**config.mk**
```make
export PLATFORM = sky130hd
export DESIGN_NAME = mips_run_monitor
export DESIGN_NICKNAME = d
export VERILOG_FILES = /design/src/rtl/mips_run_monitor.sv
export SDC_FILE = /design/constraint.sdc
export NUM_CORES = 1
export LEC_CHECK = 0
export ABC_AREA = 1
export CORE_UTILIZATION = 36
export CTS_CLUSTER_SIZE = 40
export DETAILED_ROUTE_END_ITERATION = 8
export PLACE_DENSITY_LB_ADDON = 0.15
export SLEW_MARGIN = 20
export SYNTH_ARGS = -nofsm -noshare
export SYNTH_HDL_FRONTEND = slang
export SYNTH_SLANG_ARGS = --single-unit
```
**constraint.sdc**
```tcl
create_clock -name clk -period 13.7 [get_ports clk]
set_input_delay 2.74 -clock clk [delete_from_list [all_inputs] [get_ports clk]]
set_output_delay 2.74 -clock clk [all_outputs]
set_load 0.03 [all_outputs]
```
**src/rtl/mips_run_monitor.sv**
```systemverilog
// mips_run_monitor: run control with halt/timeout detection, then register-file dump over valid/ready
//
// Ports:
//   clk, rst            clock (rising edge) and asynchronous active-high reset
//   start               one-cycle pulse starting a run (accepted in IDLE or DONE)
//   pc                  live program counter of the core
//   rf_raddr, rf_rdata  spare register-file read port (combinational read)
//   dump_valid/ready    handshake for the register dump stream
//   dump_idx/dump_data  index and value of the presented register
//   final_pc, cycles    PC at the end of the run and RUN cycle count
//   busy, done, timeout status: active, finished, run ended by cycle limit
module mips_run_monitor #(
  parameter int DATA_W        = 32,
  parameter int NUM_REGS      = 32,
  parameter int IDX_W         = 5,
  parameter int STABLE_CYCLES = 4,
  parameter int MAX_CYCLES    = 4096,
  parameter int CNT_W         = 16
) (
  input  logic              clk,
  input  logic              rst,
  input  logic              start,
  input  logic [DATA_W-1:0] pc,
  output logic [IDX_W-1:0]  rf_raddr,
  input  logic [DATA_W-1:0] rf_rdata,
  output logic              dump_valid,
  input  logic              dump_ready,
  output logic [IDX_W-1:0]  dump_idx,
  output logic [DATA_W-1:0] dump_data,
  output logic [DATA_W-1:0] final_pc,
  output logic [CNT_W-1:0]  cycles,
  output logic              busy,
  output logic              done,
  output logic              timeout
);
  typedef enum logic [2:0] {IDLE, RUN, DUMP_RD, DUMP_OUT, DONE} state_t;
  state_t state, state_nx;
  logic [DATA_W-1:0] pc_prev;
  logic [CNT_W-1:0] stable_cnt, stable_inc, cycles_inc;
  logic [IDX_W-1:0] idx;
  logic same, halt, tmo, ended, hs, last;
  // halt and timeout are judged on the values the counters would take on this edge
  always_comb begin
    same       = pc == pc_prev;
    stable_inc = stable_cnt + 1'b1;
    cycles_inc = &cycles ? cycles : cycles + 1'b1;
    halt       = same && stable_inc == CNT_W'(STABLE_CYCLES);
    tmo        = cycles_inc == CNT_W'(MAX_CYCLES);
    ended      = halt || tmo;
    hs         = dump_valid && dump_ready;
    last       = idx == IDX_W'(NUM_REGS - 1);
  end
  always_ff @(posedge clk or posedge rst)
    if (rst) state <= IDLE;
    else     state <= state_nx;
  always_comb begin
    state_nx = state;
    case (state)
      IDLE, DONE: state_nx = start ? RUN : state;
      RUN:        state_nx = ended ? DUMP_RD : RUN;
      DUMP_RD:    state_nx = DUMP_OUT;
      DUMP_OUT:   state_nx = hs ? (last ? DONE : DUMP_RD) : DUMP_OUT;
      default:    state_nx = IDLE;
    endcase
  end
  always_comb begin
    busy = state == RUN || state == DUMP_RD || state == DUMP_OUT;
    done = state == DONE;
  end
  always_ff @(posedge clk or posedge rst) begin
    if (rst) begin
      pc_prev    <= '0;
      stable_cnt <= '0;
      idx        <= '0;
      cycles     <= '0;
      final_pc   <= '0;
      timeout    <= 1'b0;
      rf_raddr   <= '0;
      dump_valid <= 1'b0;
      dump_idx   <= '0;
      dump_data  <= '0;
    end else begin
      case (state)
        IDLE, DONE: if (start) begin
          cycles     <= '0;
          stable_cnt <= '0;
          timeout    <= 1'b0;
          idx        <= '0;
          pc_prev    <= pc;
        end
        RUN: begin
          cycles     <= cycles_inc;
          stable_cnt <= same ? stable_inc : '0;
          pc_prev    <= pc;
          if (ended) begin
            final_pc <= pc;
            rf_raddr <= '0;
            timeout  <= tmo && !halt;
          end
        end
        DUMP_RD: begin
          dump_data  <= rf_rdata;
          dump_idx   <= idx;
          dump_valid <= 1'b1;
        end
        DUMP_OUT: if (hs) begin
          dump_valid <= 1'b0;
          if (!last) begin
            idx      <= idx + 1'b1;
            rf_raddr <= idx + 1'b1;
          end
        end
        default: ;
      endcase
    end
  end
endmodule
```
==> results of run 1 <==
## per-stage QoR
stage          hold WS, ns  instances
2_1_floorplan        0.515        875
3_3_place_gp         0.453       1279
3_5_place_dp         0.457       1279
4_1_cts              0.474       1311
5_1_grt              0.488       1311
6_report             0.470       1311
## metal layers
metal  share of wire  global-route usage  vias up
li1                -                   -     3090
met1            0.47               0.238     2736
met2            0.45               0.273      132
met3           0.075              0.0701       14
met4          0.0084              0.0543        2
met5         0.00075                   0        -
## path summary, 6_finish.rpt
check,from,end,depth (start not counted),slack (ns)
worst max-delay path,pc[23],final_pc[8],13,8.84
worst min-delay path,dump_data[24],dump_data[24],2,0.47
worst max register to register,cycles[0],final_pc[29],16,10.53
worst min register to register,dump_data[24],dump_data[24],2,0.47
max in group asynchronous,rst,stable_cnt[5],3,9.52
min in group asynchronous,rst,dump_data[13],2,2.81
## tightest hold or removal path, delay by kind of cell, from the launching register on
| kind | cells | cell delay [ns] |
|---|---|---|
| flops | 1 | 0.34 |
| simple gates | 2 | 0.09 |
## sequential cells by signal (all words and copies together) (netlist names)
name,count
cycles,16
idx,5
state,3
dump_valid,1
dump_idx,5
stable_cnt,16
pc_prev,32
final_pc,32
rf_raddr,5
dump_data,32
timeout,1
## power breakdown
part | leakage, nW | internal [W] | switching [W] | total [W]
logic | 2.13 | 0.000257 | 0.000396 | 0.000652
registers | 1.87 | 0.000557 | 0.0000909 | 0.000648
clock network | 0.298 | 0.000308 | 0.000193 | 0.000500
total | 4.30 | 0.00112 | 0.000679 | 0.00180
## synthesized netlist by cell type (all sizes together)
master / count
clkinv: 1
nand3b: 1
inv: 97
nand4: 13
o211ai: 1
clkbuf: 21
o22ai: 20
xnor2: 12
nand2: 250
ha: 5
o21ai: 61
nor2: 105
and2: 1
nor3: 8
a21oi: 35
buf: 7
dfrtp: 148
nand3: 55
xor2: 29
or2: 5
## final cells by class
cell class              instances  area (sq um)  area share
clock buffers                  18           429      0.0445
inverters                      98           373      0.0386
well taps                     265           332      0.0344
flip-flops and latches        148          3700       0.384
clock inverters                14           200      0.0207
repair buffers                167          1660       0.172
multi-input cells             601          2960       0.306
## cell families (layout without fill, tap and decap cells)
logic type,after synthesis,count (layout),share of synthesized area
XOR/XNOR,41,41,0.0511
adder cells (fa/ha/maj),5,5,0.00872
buffers and inverters,126,297,0.0727
AND/OR/NAND/NOR,438,438,0.253
flip-flops,148,148,0.516
AO/OA/AOI/OAI,117,117,0.0986
==> metrics.txt, run 1 <==
outcome=complete, no violations; DR pass1 iterations=6; # IOs=162; clk_skew=0.0107 ns; post-synthesis sequential area ratio=0.516; Max Cap Viol=0; max incr delay on CP=0.44 ns; fin. max-slew vios=0; Final Net Count=roughly 1100; number of antenna violations at the first check in global routing=1; post_cts resized=0; Post-CTS Hold Fix Bufs=0; Hold Vio Cnt, Final=0; post-synth top area share=0.516; clk root buf=clkbuf_16; Crit path required time=between 10 and 15 ns; leading area contributor after synthesis=dfrtp_1; H-Tree Depth=4; clk sinks=148; area delta synth->final=34.5%; IO buf count=between 150 and 200; Period minus WS final=slightly below 5 ns; Vias per Instance=4.56; Worst Hold Class=reg -> reg; Die Ht=about 140 um; DRC viols=0; vias in the first global route=slightly below 6000; Core ar.=roughly 20000 sq um; layout cell share with drive strength beyond 1=0.0793; Pwr Total=0.00180 W; Worst Path Max Fanout=65; CTS tree=built; routability cong.=around 0.8; clk slew on worst S/H paths=around 0.06 ns; Finish-stage setup viols=0; first-pass GRT wire length=slightly below 30000 um; maximum clock rate=roughly 210 MHz; setup ws final=~8.8 ns; number of synthesized register bits=148; CP Data Arrival Time=approximately 5.1 ns; Final ANT Viol Nets=0; total grt overflow=0; Final Instance Area=just under 10000 sq um; setup TNS=0 ns; worst vdd ir=0.000101 V; Initial Utilization=0.367; routed via count=5974; Placement Setup Slack=8.40 ns; clock latency on the worst-skew pair=between 0.4 and 0.5 ns; Largest delay share family, worst path=simple AND/OR/NAND/NOR gates; Die Area=20500 sq um; CTS buffer count=17; Worst-Margin Slew=around 0.82 ns; most frequent cells in the layout=247 x nand2_1, 161 x clkdlybuf4s50_1, 148 x dfrtp_1, 98 x nor2_1, 94 x inv_1; GRT Overall Usage=0.181; ant diodes=0; Die X=about 140 um; row count=between 50 and 60; largest net degree at the start of global routing=86; final core utilization=0.494; final wirelength=approximately 17000 um; Clock Path Buffers=2; CP startpoint kind=input port; Cell Area, Placed=9020 sq um; syn_nets=948; Synth Instances=slightly below 900; Synth Area per Inst=between 8 and 9 sq um; Power per Cell Area=187 nW/um^2; initial drt markers=320; Synthesis Warnings=0; synth top area cells=dfrtp_1 52%, nand2_1 13%, nor2_1 5.2%; hpwl dp=12200 um; headroom to the max-slew limit=0.454; crit path max-delay cell type=clkdlybuf4s50_1; Synth cell types=30; Tcrit/Tclk final=0.354; Post-Syn Area=between 7000 and 8000 sq um; commonest non-fill, non-tap cell in the layout=nand2_1; Crit path buffers/inverters=2; routed wire length per instance=13.2 um; crit-path cells=clkdlybuf4s50_1 > xor2_1 > nor2_1 > nand3_1 > nor2_1 > nand2_1 > nor2_1 > nand3_1 > nand2_1 > nand2_2 > buf_4 > nand2_1 > o21ai_0; RSZ-0062 raised after global routing=false; Fillers=1881; total setup buffers inserted after CTS=0; static leakage=between 4 and 5 nW; critical path capture point type=register; crit path kind=in -> reg
(Power assumes the default switching activity.)
==> run 2, diff against run 1 <==
==> constraint.sdc (replaced) <==
create_clock -name clk -period 4.6 [get_ports clk]
set_input_delay 0.92 -clock clk [delete_from_list [all_inputs] [get_ports clk]]
set_output_delay 0.92 -clock clk [all_outputs]
set_load 0.03 [all_outputs]
==> run 2 against run 1 <==
- via count rose by 0.57%
- non-clock buffer count did not move
- power rose to 2.9 times the previous value
- wire length rose by 0.74%
- first-iteration DRC count rose by 13%
- cell area fell by 0.16%
- register-to-register slack got worse by 9.1 ns
- core utilization fell by 0.077 points
- largest power group unchanged
- sequential power rose to 3.0 times the previous value
- clock power rose to 2.8 times the previous value
==> metrics.txt, run 2 (synthesis results as in run 1) <==
Worst Setup EP=final_pc[21]; Final Net Count=1106; Period minus WS final=roughly 3.2 ns; worst vdd ir=about 0.00035 V; Final ANT Viol Nets=0; largest net degree at the start of global routing=about 150; Worst Hold Class=reg -> reg; Die X=143 um; CP Data Arrival Time=between 3 and 4 ns; worst reg2reg path depth=16; setup TNS=0 ns; crit path kind=reg -> reg; Die Ht=143 um; crit-path cells=ha_1 > nand3_2 > inv_2 > nand2_2 > nor2_4 > inv_2 > nand3_1 > nor2_1 > nand2_1 > nor2_1 > nand2_1 > nand2_1 > nand2_2 > buf_4 > nand2_1 > o21ai_2; post_cts resized=0; static leakage=~4.3 nW; vias in the first global route=around 5700; commonest non-fill, non-tap cell in the layout=nand2_1; CTS tree=built; Final Instance Area=about 9600 sq um; clk slew on worst S/H paths=about 0.060 ns; setup ws final=between 1 and 1.5 ns; final wirelength=about 17000 um; reg2reg end=final_pc[21]; Worst Hold Margin=about 0.47 ns; clk sinks=approximately 150; clock latency on the worst-skew pair=between 0.4 and 0.5 ns; row count=about 50; Core ar.=between 15000 and 20000 sq um; crit path max-delay cell type=buf_4; Initial Utilization=0.367; Clock Path Buffers=2; Worst-Margin Slew=0.804 ns; Worst Path Max Fanout=65; most frequent cells in the layout=247 x nand2_1, 161 x clkdlybuf4s50_1, 148 x dfrtp_1, 98 x nor2_1, 94 x inv_1; DRC viols=0; number of antenna violations at the first check in global routing=0; Die Area=between 20000 and 25000 sq um; first-pass GRT wire length=roughly 29000 um; fin. max-slew vios=0; ant diodes=0; final core utilization=0.493; headroom to the max-slew limit=0.464; Max Cap Viol=0; Post-CTS Hold Fix Bufs=0; clk root buf=clkbuf_16; IO buf count=161; Tcrit/Tclk final=0.691; maximum clock rate=315 MHz; Reg-to-Reg Start=cycles[0]; area delta synth->final=34.3%; clk_skew=about 0.012 ns; Vias per Instance=4.58; Hold Vio Cnt, Final=0; Crit path required time=4.94 ns; # IOs=~160; CTS buffer count=17; Finish-stage setup viols=0; GRT Overall Usage=0.180; Cell Area, Placed=around 9000 sq um; Power per Cell Area=550 nW/um^2; Top Registers=dump_data x32, final_pc x32, pc_prev x32; outcome=complete, no violations; R2R setup slack=between 1 and 1.5 ns; routed wire length per instance=13.3 um; Critical Path Most Common Cell=nand2_1; H-Tree Depth=4; max incr delay on CP=roughly 0.6 ns; total grt overflow=0; initial drt markers=approximately 360; hpwl dp=approximately 12000 um; worst setup path start=cycles[0]; routability cong.=about 0.86; routed via count=6008; Placement Setup Slack=~1.1 ns; RSZ-0062 raised after global routing=false; total setup buffers inserted after CTS=0; critical path capture point type=register; layout cell share with drive strength beyond 1=0.0793; CP startpoint kind=register; DR pass1 iterations=4
[run 2: changes by cell type in the layout (fill, tap and decap cells not counted), sizes merged]
cell      before  now
clkinv         3    4
clkbuf        18   19
clkinvlp       3    5
bufinv         4    2
inv          102  100
[run 2: how the worst min path moves through the flow]
stage               cells past startpoint  slack (ns)       endpoint     startpoint
detailed placement                      2        0.46  dump_data[15]  dump_data[15]
CTS                                     2        0.47  dump_data[15]  dump_data[15]
global placement                        2        0.45  dump_data[30]  dump_data[30]
global route                            2        0.49  dump_data[14]  dump_data[14]
floorplan                               2        0.51     pc_prev[4]     pc_prev[4]
finish                                  2        0.47    rf_raddr[0]    rf_raddr[0]
[run 2: final cells by class]
class                           instances  area, sq um
Clock inverter                         13          148
Inverter                               98          372
Multi-Input combinational cell        601         2960
Fill cell                            1906         9890
Tap cell                              265          332
Sequential cell                       148         3700
Clock buffer                           19          443
Timing Repair Buffer                  167         1680
[run 2: routing by layer]
| layer | track usage | vias up | wire length (um) | part of all wire |
|---|---|---|---|---|
| met5 | 0 | - | 0 | 0 |
| met4 | 0.0526 | 0 | 177 | 0.010 |
| met3 | 0.0634 | 14 | 1360 | 0.078 |
| met2 | 0.267 | 150 | 7820 | 0.45 |
| met1 | 0.246 | 2753 | 8090 | 0.46 |
| li1 | - | 3091 | - | - |
[run 2: critical path: cells and delay by family, from the launching register on]
family / cells / cell delay, ns
compound gates: 1 / 0.09
simple gates: 11 / 1.30
flops: 1 / 0.51
buf+inv: 3 / 0.85
fa+ha+maj: 1 / 0.31
[run 2: where the power goes]
part	internal (W)	switching [W]	total, W
Combinational	0.000777	0.00120	0.00198
Clock	0.000821	0.000572	0.00139
Sequential	0.00166	0.000271	0.00193
Total	0.00326	0.00204	0.00530
[run 2: through the flow]
step,total power (W),instances
finish,0.00530,1311
global route,0.00563,1311
CTS,0.00536,1311
detailed placement,0.00393,1279
global placement,0.00392,1279
floorplan,0.00316,875
